File: config.mk
export PLATFORM = sky130hd
export DESIGN_NAME = ssp_uart_sched
export DESIGN_NICKNAME = d
export VERILOG_FILES = /design/src/rtl/ssp_uart_pkg.sv /design/src/rtl/ssp_rr_arbiter.sv /design/src/rtl/ssp_uart_sched.sv
export SDC_FILE = /design/constraint.sdc
export NUM_CORES = 1
export LEC_CHECK = 0
export CORE_UTILIZATION = 25
export CTS_BUF_LIST = sky130_fd_sc_hd__clkbuf_2 sky130_fd_sc_hd__clkbuf_4 sky130_fd_sc_hd__clkbuf_8
export DETAILED_ROUTE_END_ITERATION = 10
export HOLD_SLACK_MARGIN = 0.08
export PLACE_DENSITY = 0.49
export SETUP_SLACK_MARGIN = 0.4
export SYNTH_ARGS = -nofsm -noshare
export SYNTH_HDL_FRONTEND = slang
export SYNTH_SLANG_ARGS = --single-unit
File: constraint.sdc
create_clock -name Clk -period 5.4 [get_ports Clk]
set_input_delay 0.54 -clock Clk [delete_from_list [all_inputs] [get_ports Clk]]
set_output_delay 0.54 -clock Clk [all_outputs]
set_load 0.05 [all_outputs]
File: src/rtl/ssp_uart_pkg.sv
// Shared constants and types for the ssp_uart register-port scheduler.
package ssp_uart_pkg;

  localparam int SSP_AW = 3;
  localparam int SSP_DW = 12;

  // ssp_uart register map; anything above SPR is rejected without a frame
  localparam logic [SSP_AW-1:0] UCR = 3'd0;
  localparam logic [SSP_AW-1:0] USR = 3'd1;
  localparam logic [SSP_AW-1:0] TDR = 3'd2;
  localparam logic [SSP_AW-1:0] RDR = 3'd3;
  localparam logic [SSP_AW-1:0] SPR = 3'd4;

  typedef enum logic [1:0] {
    IDLE  = 2'd0,
    FRAME = 2'd1,
    RESP  = 2'd2,
    GAP   = 2'd3
  } sched_state_e;

endpackage

File: src/rtl/ssp_rr_arbiter.sv
// Combinational round-robin arbiter: one-hot grant to the first active
// request at or above ptr, wrapping to the lowest active request below it.
module ssp_rr_arbiter #(
  parameter int NREQ = 2
) (
  input  logic [NREQ-1:0]         req,
  input  logic [$clog2(NREQ)-1:0] ptr,
  output logic [NREQ-1:0]         gnt
);

  logic [NREQ-1:0] hi_mask;
  logic [NREQ-1:0] hi_req;

  // Prefer requests at positions >= ptr; otherwise fall back to the lowest one.
  always_comb begin
    hi_mask = '0;
    for (int i = 0; i < NREQ; i++) begin
      hi_mask[i] = (i >= int'(ptr));
    end
    hi_req = req & hi_mask;
    if (|hi_req) begin
      gnt = hi_req & (~hi_req + NREQ'(1));
    end else begin
      gnt = req & (~req + NREQ'(1));
    end
  end

endmodule

File: src/rtl/ssp_uart_sched.sv
// Round-robin scheduler sharing the single ssp_uart register port among
// NREQ requesters. One grant becomes one SSP frame (or an immediate error
// response for an out-of-range address), followed by a one-cycle ack and
// an idle gap. Handshake: a requester raises req with its ra/wnr/di and
// keeps req high until it sees its one-cycle ack; the transaction fields
// are captured at the grant edge, so they may change freely afterwards.
module ssp_uart_sched
  import ssp_uart_pkg::*;
#(
  parameter int NREQ      = 2,
  parameter int FRAME_LEN = 4,
  parameter int IDLE_GAP  = 1
) (
  input  logic                   Clk,
  input  logic                   Rst_n,
  input  logic [NREQ-1:0]        req,
  input  logic [NREQ*SSP_AW-1:0] req_ra,
  input  logic [NREQ-1:0]        req_wnr,
  input  logic [NREQ*SSP_DW-1:0] req_di,
  output logic [NREQ-1:0]        ack,
  output logic [NREQ-1:0]        err,
  output logic [SSP_DW-1:0]      rdata,
  output logic                   busy,
  output logic                   SSP_SSEL,
  output logic [SSP_AW-1:0]      SSP_RA,
  output logic                   SSP_WnR,
  output logic [SSP_DW-1:0]      SSP_DI,
  output logic                   SSP_EOC,
  input  logic [SSP_DW-1:0]      SSP_DO,
  output sched_state_e           dbg_state
);

  localparam int PW = $clog2(NREQ);
  localparam int CW = $clog2(FRAME_LEN + IDLE_GAP + 1);

  sched_state_e      state_q, state_d;
  logic [PW-1:0]     ptr_q, ptr_d;
  logic [CW-1:0]     cnt_q, cnt_d;
  logic [NREQ-1:0]   gnt_q, gnt_d;
  logic [NREQ-1:0]   ack_q, ack_d;
  logic [NREQ-1:0]   err_q, err_d;
  logic [SSP_DW-1:0] rdata_q, rdata_d;
  logic              busy_q, busy_d;
  logic              ssel_q, ssel_d;
  logic [SSP_AW-1:0] ra_q, ra_d;
  logic              wnr_q, wnr_d;
  logic [SSP_DW-1:0] di_q, di_d;
  logic              eoc_q, eoc_d;

  logic [NREQ-1:0]   gnt;
  logic [PW-1:0]     gidx;
  logic [SSP_AW-1:0] sel_ra;
  logic              sel_wnr;
  logic [SSP_DW-1:0] sel_di;

  ssp_rr_arbiter #(.NREQ(NREQ)) u_arb (
    .req (req),
    .ptr (ptr_q),
    .gnt (gnt)
  );

  // Decode the one-hot grant into an index and the granted requester's fields.
  always_comb begin
    gidx    = '0;
    sel_ra  = '0;
    sel_wnr = 1'b0;
    sel_di  = '0;
    for (int i = 0; i < NREQ; i++) begin
      if (gnt[i]) begin
        gidx    = PW'(i);
        sel_ra  = req_ra[i*SSP_AW +: SSP_AW];
        sel_wnr = req_wnr[i];
        sel_di  = req_di[i*SSP_DW +: SSP_DW];
      end
    end
  end

  // Next-state logic; every output is computed here and registered below.
  always_comb begin
    state_d = state_q;
    ptr_d   = ptr_q;
    cnt_d   = cnt_q;
    gnt_d   = gnt_q;
    ack_d   = '0;
    err_d   = '0;
    rdata_d = rdata_q;
    busy_d  = busy_q;
    ssel_d  = ssel_q;
    ra_d    = ra_q;
    wnr_d   = wnr_q;
    di_d    = di_q;
    eoc_d   = 1'b0;
    case (state_q)
      IDLE: begin
        if (|gnt) begin
          ptr_d  = (gidx == PW'(NREQ-1)) ? '0 : gidx + PW'(1);
          gnt_d  = gnt;
          busy_d = 1'b1;
          cnt_d  = '0;
          if (sel_ra > SPR) begin
            // Bad address: answer straight away, the SSP port is never touched.
            state_d = RESP;
            ack_d   = gnt;
            err_d   = gnt;
            rdata_d = '0;
          end else begin
            state_d = FRAME;
            ssel_d  = 1'b1;
            ra_d    = sel_ra;
            wnr_d   = sel_wnr;
            di_d    = sel_di;
          end
        end
      end
      FRAME: begin
        cnt_d = cnt_q + CW'(1);
        if (cnt_q == CW'(FRAME_LEN-2)) begin
          eoc_d = 1'b1;
        end
        if (cnt_q == CW'(FRAME_LEN-1)) begin
          // EOC cycle ends here: capture read data and drop the bus.
          state_d = RESP;
          ack_d   = gnt_q;
          rdata_d = wnr_q ? '0 : SSP_DO;
          cnt_d   = '0;
          ssel_d  = 1'b0;
          ra_d    = '0;
          wnr_d   = 1'b0;
          di_d    = '0;
        end
      end
      RESP: begin
        state_d = GAP;
        cnt_d   = '0;
      end
      GAP: begin
        cnt_d = cnt_q + CW'(1);
        if (cnt_q == CW'(IDLE_GAP-1)) begin
          state_d = IDLE;
          busy_d  = 1'b0;
          cnt_d   = '0;
        end
      end
      default: begin
        state_d = IDLE;
      end
    endcase
  end

  // State and output registers; reset aborts any frame in flight.
  always_ff @(posedge Clk or negedge Rst_n) begin
    if (!Rst_n) begin
      state_q <= IDLE;
      ptr_q   <= '0;
      cnt_q   <= '0;
      gnt_q   <= '0;
      ack_q   <= '0;
      err_q   <= '0;
      rdata_q <= '0;
      busy_q  <= 1'b0;
      ssel_q  <= 1'b0;
      ra_q    <= '0;
      wnr_q   <= 1'b0;
      di_q    <= '0;
      eoc_q   <= 1'b0;
    end else begin
      state_q <= state_d;
      ptr_q   <= ptr_d;
      cnt_q   <= cnt_d;
      gnt_q   <= gnt_d;
      ack_q   <= ack_d;
      err_q   <= err_d;
      rdata_q <= rdata_d;
      busy_q  <= busy_d;
      ssel_q  <= ssel_d;
      ra_q    <= ra_d;
      wnr_q   <= wnr_d;
      di_q    <= di_d;
      eoc_q   <= eoc_d;
    end
  end

  assign ack       = ack_q;
  assign err       = err_q;
  assign rdata     = rdata_q;
  assign busy      = busy_q;
  assign SSP_SSEL  = ssel_q;
  assign SSP_RA    = ra_q;
  assign SSP_WnR   = wnr_q;
  assign SSP_DI    = di_q;
  assign SSP_EOC   = eoc_q;
  assign dbg_state = state_q;

endmodule

Word-level counts from Yosys, hierarchy flattened
Cells that the tools add are included.
{ "word_totals": {"regBits": 43, "input_bits": 48, "output_inout_bits": 37, "elab_cells": 93} }
{ "classes": {"addsub": 4, "order_cmp": 2, "n_eq_ne": 10, "n_mux": 48, "bitwise_logic": 5, "n_reduce_logical": 11} }
{ "ops": {"columns": ["operator", "n"], "rows": [
  ["$mux W12", 9],
  ["$pmux W12 S2", 2],
  ["$mux W3", 8],
  ["$mux W2", 9],
  ["$mux W1", 13],
  ["$pmux W3 S4", 1],
  ["$ne A2 B2 Y1 const B", 5],
  ["$pmux W2 S4", 1],
  ["$reduce_and A4 Y1", 2],
  ["$and A2 B2 Y2", 3],
  ["$eq A3 B2 Y1 const B", 2],
  ["$pmux W1 S2", 3],
  ["$pmux W3 S2", 1],
  ["$reduce_and A3 Y1", 2],
  ["$add A2 B1 Y2 const B", 2],
  ["$eq A2 B2 Y1 const B", 2],
  ["$not A2 Y2", 2],
  ["$pmux W2 S2", 1],
  ["$reduce_bool A2 Y1", 2],
  ["$reduce_or A2 Y1", 2],
  ["$add A3 B1 Y3 const B", 1],
  ["$gt A3 B3 Y1 const B", 1],
  ["$logic_not A3 Y1", 1],
  ["$eq A2 B1 Y1 const B", 1],
  ["other kinds (4)", 4]
]} }

Depth between registers and ports, before layout
{ "depth": {"depth_word": 12, "depth_mapped": 7} }

Hierarchy
A second synthesis with hierarchy kept.
{ "hier_totals": {"cells_unflattened": 189, "area_unflattened_um2": 2137.0} }
{ "by_module_without_submodules": {"columns": ["module", "instances", "cells_each", "area_per_inst_um2"], "rows": [
  ["ssp_uart_sched", 1, 186, 2118.3],
  ["ssp_rr_arbiter", 1, 3, 18.8]
]} }

Least setup slack after synthesis
OpenSTA, ideal clock, no wires.
{ "synth_path": {"path_kind": "register to register", "from": "register state_q[0], in the netlist dbg_state[0]", "to": "register di_q[10], in the netlist SSP_DI[10]", "arrival_time_ns": 2.405, "setup_slack_ns": 2.870, "path_stages_with_launch": 8, "n_path_buf": 1, "period_less_slack_ns": 2.530, "cell_sequence": "dfrtp_1 > inv_1 > ha_1 > nor3b_1 > or3_1 > a31oi_4 > buf_12 > mux2_4"} }
{ "synth_between": {"elab_chain_len": 3, "elab_cells_between_ends": 8} }
{ "synth_lines": {"columns": ["item", "line", "rtl"], "rows": [
  ["start: declaration", "ssp_uart_sched.sv:36", "sched_state_e state_q, state_d;"],
  ["start signal: assignment", "ssp_uart_sched.sv:167", "state_q <= state_d;"],
  ["$eq A2 B1 Y1 or $logic_not A2 Y1 (tied branches)", "ssp_uart_sched.sv:93", "case (state_q)"],
  ["$ne A2 B2 Y1 (no source line) or $reduce_bool A2 Y1 (tied branches)", null, null],
  ["$reduce_and A4 Y1 (no source line)", null, null],
  ["end signal: assignment", "ssp_uart_sched.sv:178", "di_q <= di_d;"],
  ["end: declaration", "ssp_uart_sched.sv:47", "logic [SSP_DW-1:0] di_q, di_d;"]
]} }
Parallel ways exist; a longest one is shown, timed or not.
A chain may end at the register's enable or synchronous reset.

Worst setup path after layout
{ "layout_path": {"from": "input req[1]", "to": "register di_q[2], in the netlist SSP_DI[2]"} }
{ "layout_between": {"elab_chain_len": 9, "elab_cells_between_ends": 21} }
{ "layout_lines": {"columns": ["item", "line", "rtl"], "rows": [
  ["start: declaration", "ssp_uart_sched.sv:16", "input logic [NREQ-1:0] req,"],
  ["$and A2 B2 Y2", "ssp_rr_arbiter.sv:20", "hi_req = req & hi_mask;"],
  ["$not A2 Y2", "ssp_rr_arbiter.sv:22", "gnt = hi_req & (~hi_req + NREQ'(1));"],
  ["$add A2 B1 Y2", "ssp_rr_arbiter.sv:22", null],
  ["$and A2 B2 Y2", "ssp_rr_arbiter.sv:22", null],
  ["$mux W2 *", "ssp_rr_arbiter.sv:21", "if (|hi_req) begin"],
  ["$mux W3 or $mux W12 (tied branches)", "ssp_uart_sched.sv:69", "if (gnt[i]) begin"],
  ["$gt A3 B3 Y1 or $mux W12 (tied branches)", "ssp_uart_sched.sv:100", "if (sel_ra > SPR) begin"],
  ["$ne A2 B2 Y1 (no source line) or $mux W12 (tied branches)", null, null],
  ["$reduce_and A4 Y1 (no source line) or $pmux W12 S2 (tied branches)", null, null]
]} }
Mark *: on every way between the ends. The rest lies on a longest branch, timed or not. The select of a mux whose other input is x is not followed.

==> results_dict.tcl <==
set metrics [dict create \
    postCtsSetupRepairBufs 0 \
    cts_resized 0 \
    wl_per_cell_um 14.0 \
    critPathRequiredTime_ns 5.58 \
    start_util_pct 25.9 \
    tightest_slew_ns 0.986 \
    layout_commonest_cell "clkdlybuf4s50_1" \
    dp.cells 389 \
    p_sw_share_pct 47.2 \
    yosys.area.top_type_share_pct 47.7 \
    pin_count 85 \
    rows 34 \
    busiest_layer "met2" \
    grt.overflow.total 0 \
    synth_area_leaders "dfrtp_1, mux2_4, a32oi_1, mux2i_1, ha_1" \
    muxShareOfSynthArea_pct 15.3 \
    finalCriticalPeriod_ns 3.20 \
    setup_violations 0 \
    setup_tns_ns 0 \
    p_switching_w 0.000919 \
    yosys.area_share.simple_pct 11.6 \
    diodes 0 \
    startpoint_type "input port" \
    skew_ns 0.00370 \
    ant_nets 0 \
    vias 1786 \
    synthDistinctLibCells 36 \
    coreArea_sq_mm 0.00872 \
    fp.dieH_um 97.0 \
    clkPwrFrac_pct 10.5 \
    netlist_area_sq_mm 0.00226 \
    port_buffers 84 \
    p_per_area_mw_per_mm2 601 \
    path_clk_slew_ns 0.08 \
    grt_pass1_vias 1834 \
    use_met3_pct 3.32 \
    firstDrtPassIters 4 \
    end_kind "register" \
    clock_sinks 43 \
    r2r_cells 6 \
    postRouteWirelength_mm 5.56 \
    met2_usage_pct 19.3 \
    grt_first_pass_wirelength_mm 9.19 \
    yosysTopAreaCell "dfrtp_1" \
    timing.slew.headroom_pct 34.0 \
    combPwrFrac_pct 62.4 \
    p_total_w 0.00195 \
    hp-class "input port to asynchronous set/reset pin" \
    cts_root_buffer "clkbuf_8" \
    ys_ff_latch 43 \
    cts_buffer_depth 2 \
    dp_hpwl_mm 3.98 \
    h-tree-depth 2 \
    drc_errors 0 \
    fmax_ghz 0.312 \
    critical_path_class "input port to register" \
    critPathMaxFanout 25 \
    tritoncts "built" \
    p_int_w 0.00103 \
    routabilityCongestion 0.706 \
    drive_gt1_share_pct 11.1 \
    synth-seq-area-share_pct 47.7 \
    synth_warnings 0 \
    dieArea_sq_mm 0.00941 \
    avgSynthCellArea_sq_um 10.8 \
    stdcell_count 397 \
    fp.dieW_um 97.0 \
    synth_compound_area_share_pct 13.9 \
    vdd_drop_max_v 0.000179 \
    synthCells 209 \
    track_usage_pct 12.1 \
    final_cell_mix "clkdlybuf4s50_1, dfrtp_1, inv_1, nor2_1, nand2_1" \
    maxCapViolations 0 \
    rsz0062_at_grt "false" \
    seqPwrFrac_pct 27.1 \
    synth_top_family_by_area "multiplexers" \
    antenna_found_initial 0 \
    use_met1_pct 16.3 \
    final-hold-violation-count 0 \
    area_growth_pct 43.7 \
    status "completed" \
    leakage_nw 1.42 \
    crit_arrival_ns 3.38 \
    avgViaCountPerCell 4.50 \
    cts_buffers 5 \
    synth-xor-area-share_pct 0 \
    syn_nets 266 \
    final_nets 345 \
    postCtsHoldBufs 0 \
    insertion_delay_ns 0.29 \
    synth-adder-area-share_pct 4.99 \
    final_max_slew_viol_count 0 \
    grt_max_degree 44 \
    finalCritPeriodShare_pct 59.3 \
    dr.first_iter.drc_count 59 \
]
-- state kept, by name (all words and copies together), names as in the netlist --
register,count
SSP_DI,12
rdata,12
SSP_RA,3
cnt_q,3
ack,2
dbg_state,2
err,2
gnt_q,2
SSP_EOC,1
SSP_SSEL,1
SSP_WnR,1
busy,1
ptr_q,1
-- worst max-delay path, cell delays in order --
cell	delay, ns
clkdlybuf4s50_1	1.10
a21boi_4	0.30
a32o_1	0.36
a31oi_4	0.66
mux2_2	0.41
-- kinds of logic (layout without fill, tap and decap cells) --
| family | Yosys count | in the layout |
|---|---|---|
| compound gates | 38 | 38 |
| fa+ha+maj | 9 | 9 |
| buf+inv | 32 | 112 |
| flops | 43 | 43 |
| mux | 29 | 29 |
| simple gates | 58 | 58 |
-- cell type report --
cell class | count | area, sq um
clock buffers | 6 | 76.3
clock inverters | 2 | 12.5
fillers | 866 | 5480
inverters | 20 | 75.1
multi-input cells | 134 | 1030
flip-flops and latches | 43 | 1080
well taps | 108 | 135
repair buffers | 84 | 836
-- worst paths after layout --
path	startpoint	endpoint	slack (ns)
max	req[1]	SSP_DI[2]$_DFFE_PN0P_	2.20
min	Rst_n	rdata[3]$_DFFE_PN0P_	0.40
max reg2reg	dbg_state[1]$_DFFE_PN0P_	SSP_DI[2]$_DFFE_PN0P_	2.40
min reg2reg	SSP_SSEL$_DFFE_PN0P_	SSP_SSEL$_DFFE_PN0P_	0.52
max in group asynchronous	Rst_n	gnt_q[1]$_DFFE_PN0P_	4.39
min in group Clk	SSP_SSEL$_DFFE_PN0P_	SSP_SSEL$_DFFE_PN0P_	0.52
-- layer usage --
layer  part of all wire, %  up-vias
met3                   7.1        2
met4                  0.27        0
met1                    48      830
met2                    45       70
li1                      -      884
met5                     0        -
-- power by group through the flow --
stage	clock network, W	registers [W]	logic (W)
3_3_place_gp	0	0.000538	0.00122
3_5_place_dp	0	0.000536	0.00123
5_1_grt	0.000228	0.000550	0.00130
2_1_floorplan	0	0.000880	0.000555
4_1_cts	0.000215	0.000532	0.00123
6_report	0.000204	0.000529	0.00122
-- stage by stage --
stage / setup WS (ns) / area (sq um) / util [%] / hold WS [ns]
global route: 2.02 / 3240 / 37.2 / 0.489
CTS: 2.21 / 3240 / 37.2 / 0.447
finish: 2.20 / 3240 / 37.2 / 0.403
floorplan: 2.87 / 2260 / - / 0.244
detailed placement: 1.88 / 3150 / 36.2 / 0.494
global placement: 1.94 / 3150 / 36.2 / 0.498
-- cell usage after synthesis --
master    number
a21boi_4       1
a22o_1         1
nand2b_1       3
buf_2          1
a41o_1         1
buf_12         1
nand2_1       19
clkbuf_1       6
a32o_2         1
nand3_1        3
or3_1          2
o22ai_1        2
nand3b_1       1
mux2i_1       13
mux2_4         9
nor2_1        20
dfrtp_1       43
buf_4          1
a31oi_4        1
nor3_1         2
inv_1         20
a21oi_1        8
mux2_2         7
and3_1         1
o21ai_0        3
a32o_1         1
a31oi_1        2
nor3b_1        1
nor2b_1        3
a41oi_1        1
a31oi_2        1
or2_2          3
a32oi_1       15
ha_1           9
buf_6          1
buf_1          2
(Power assumes the default switching activity.)
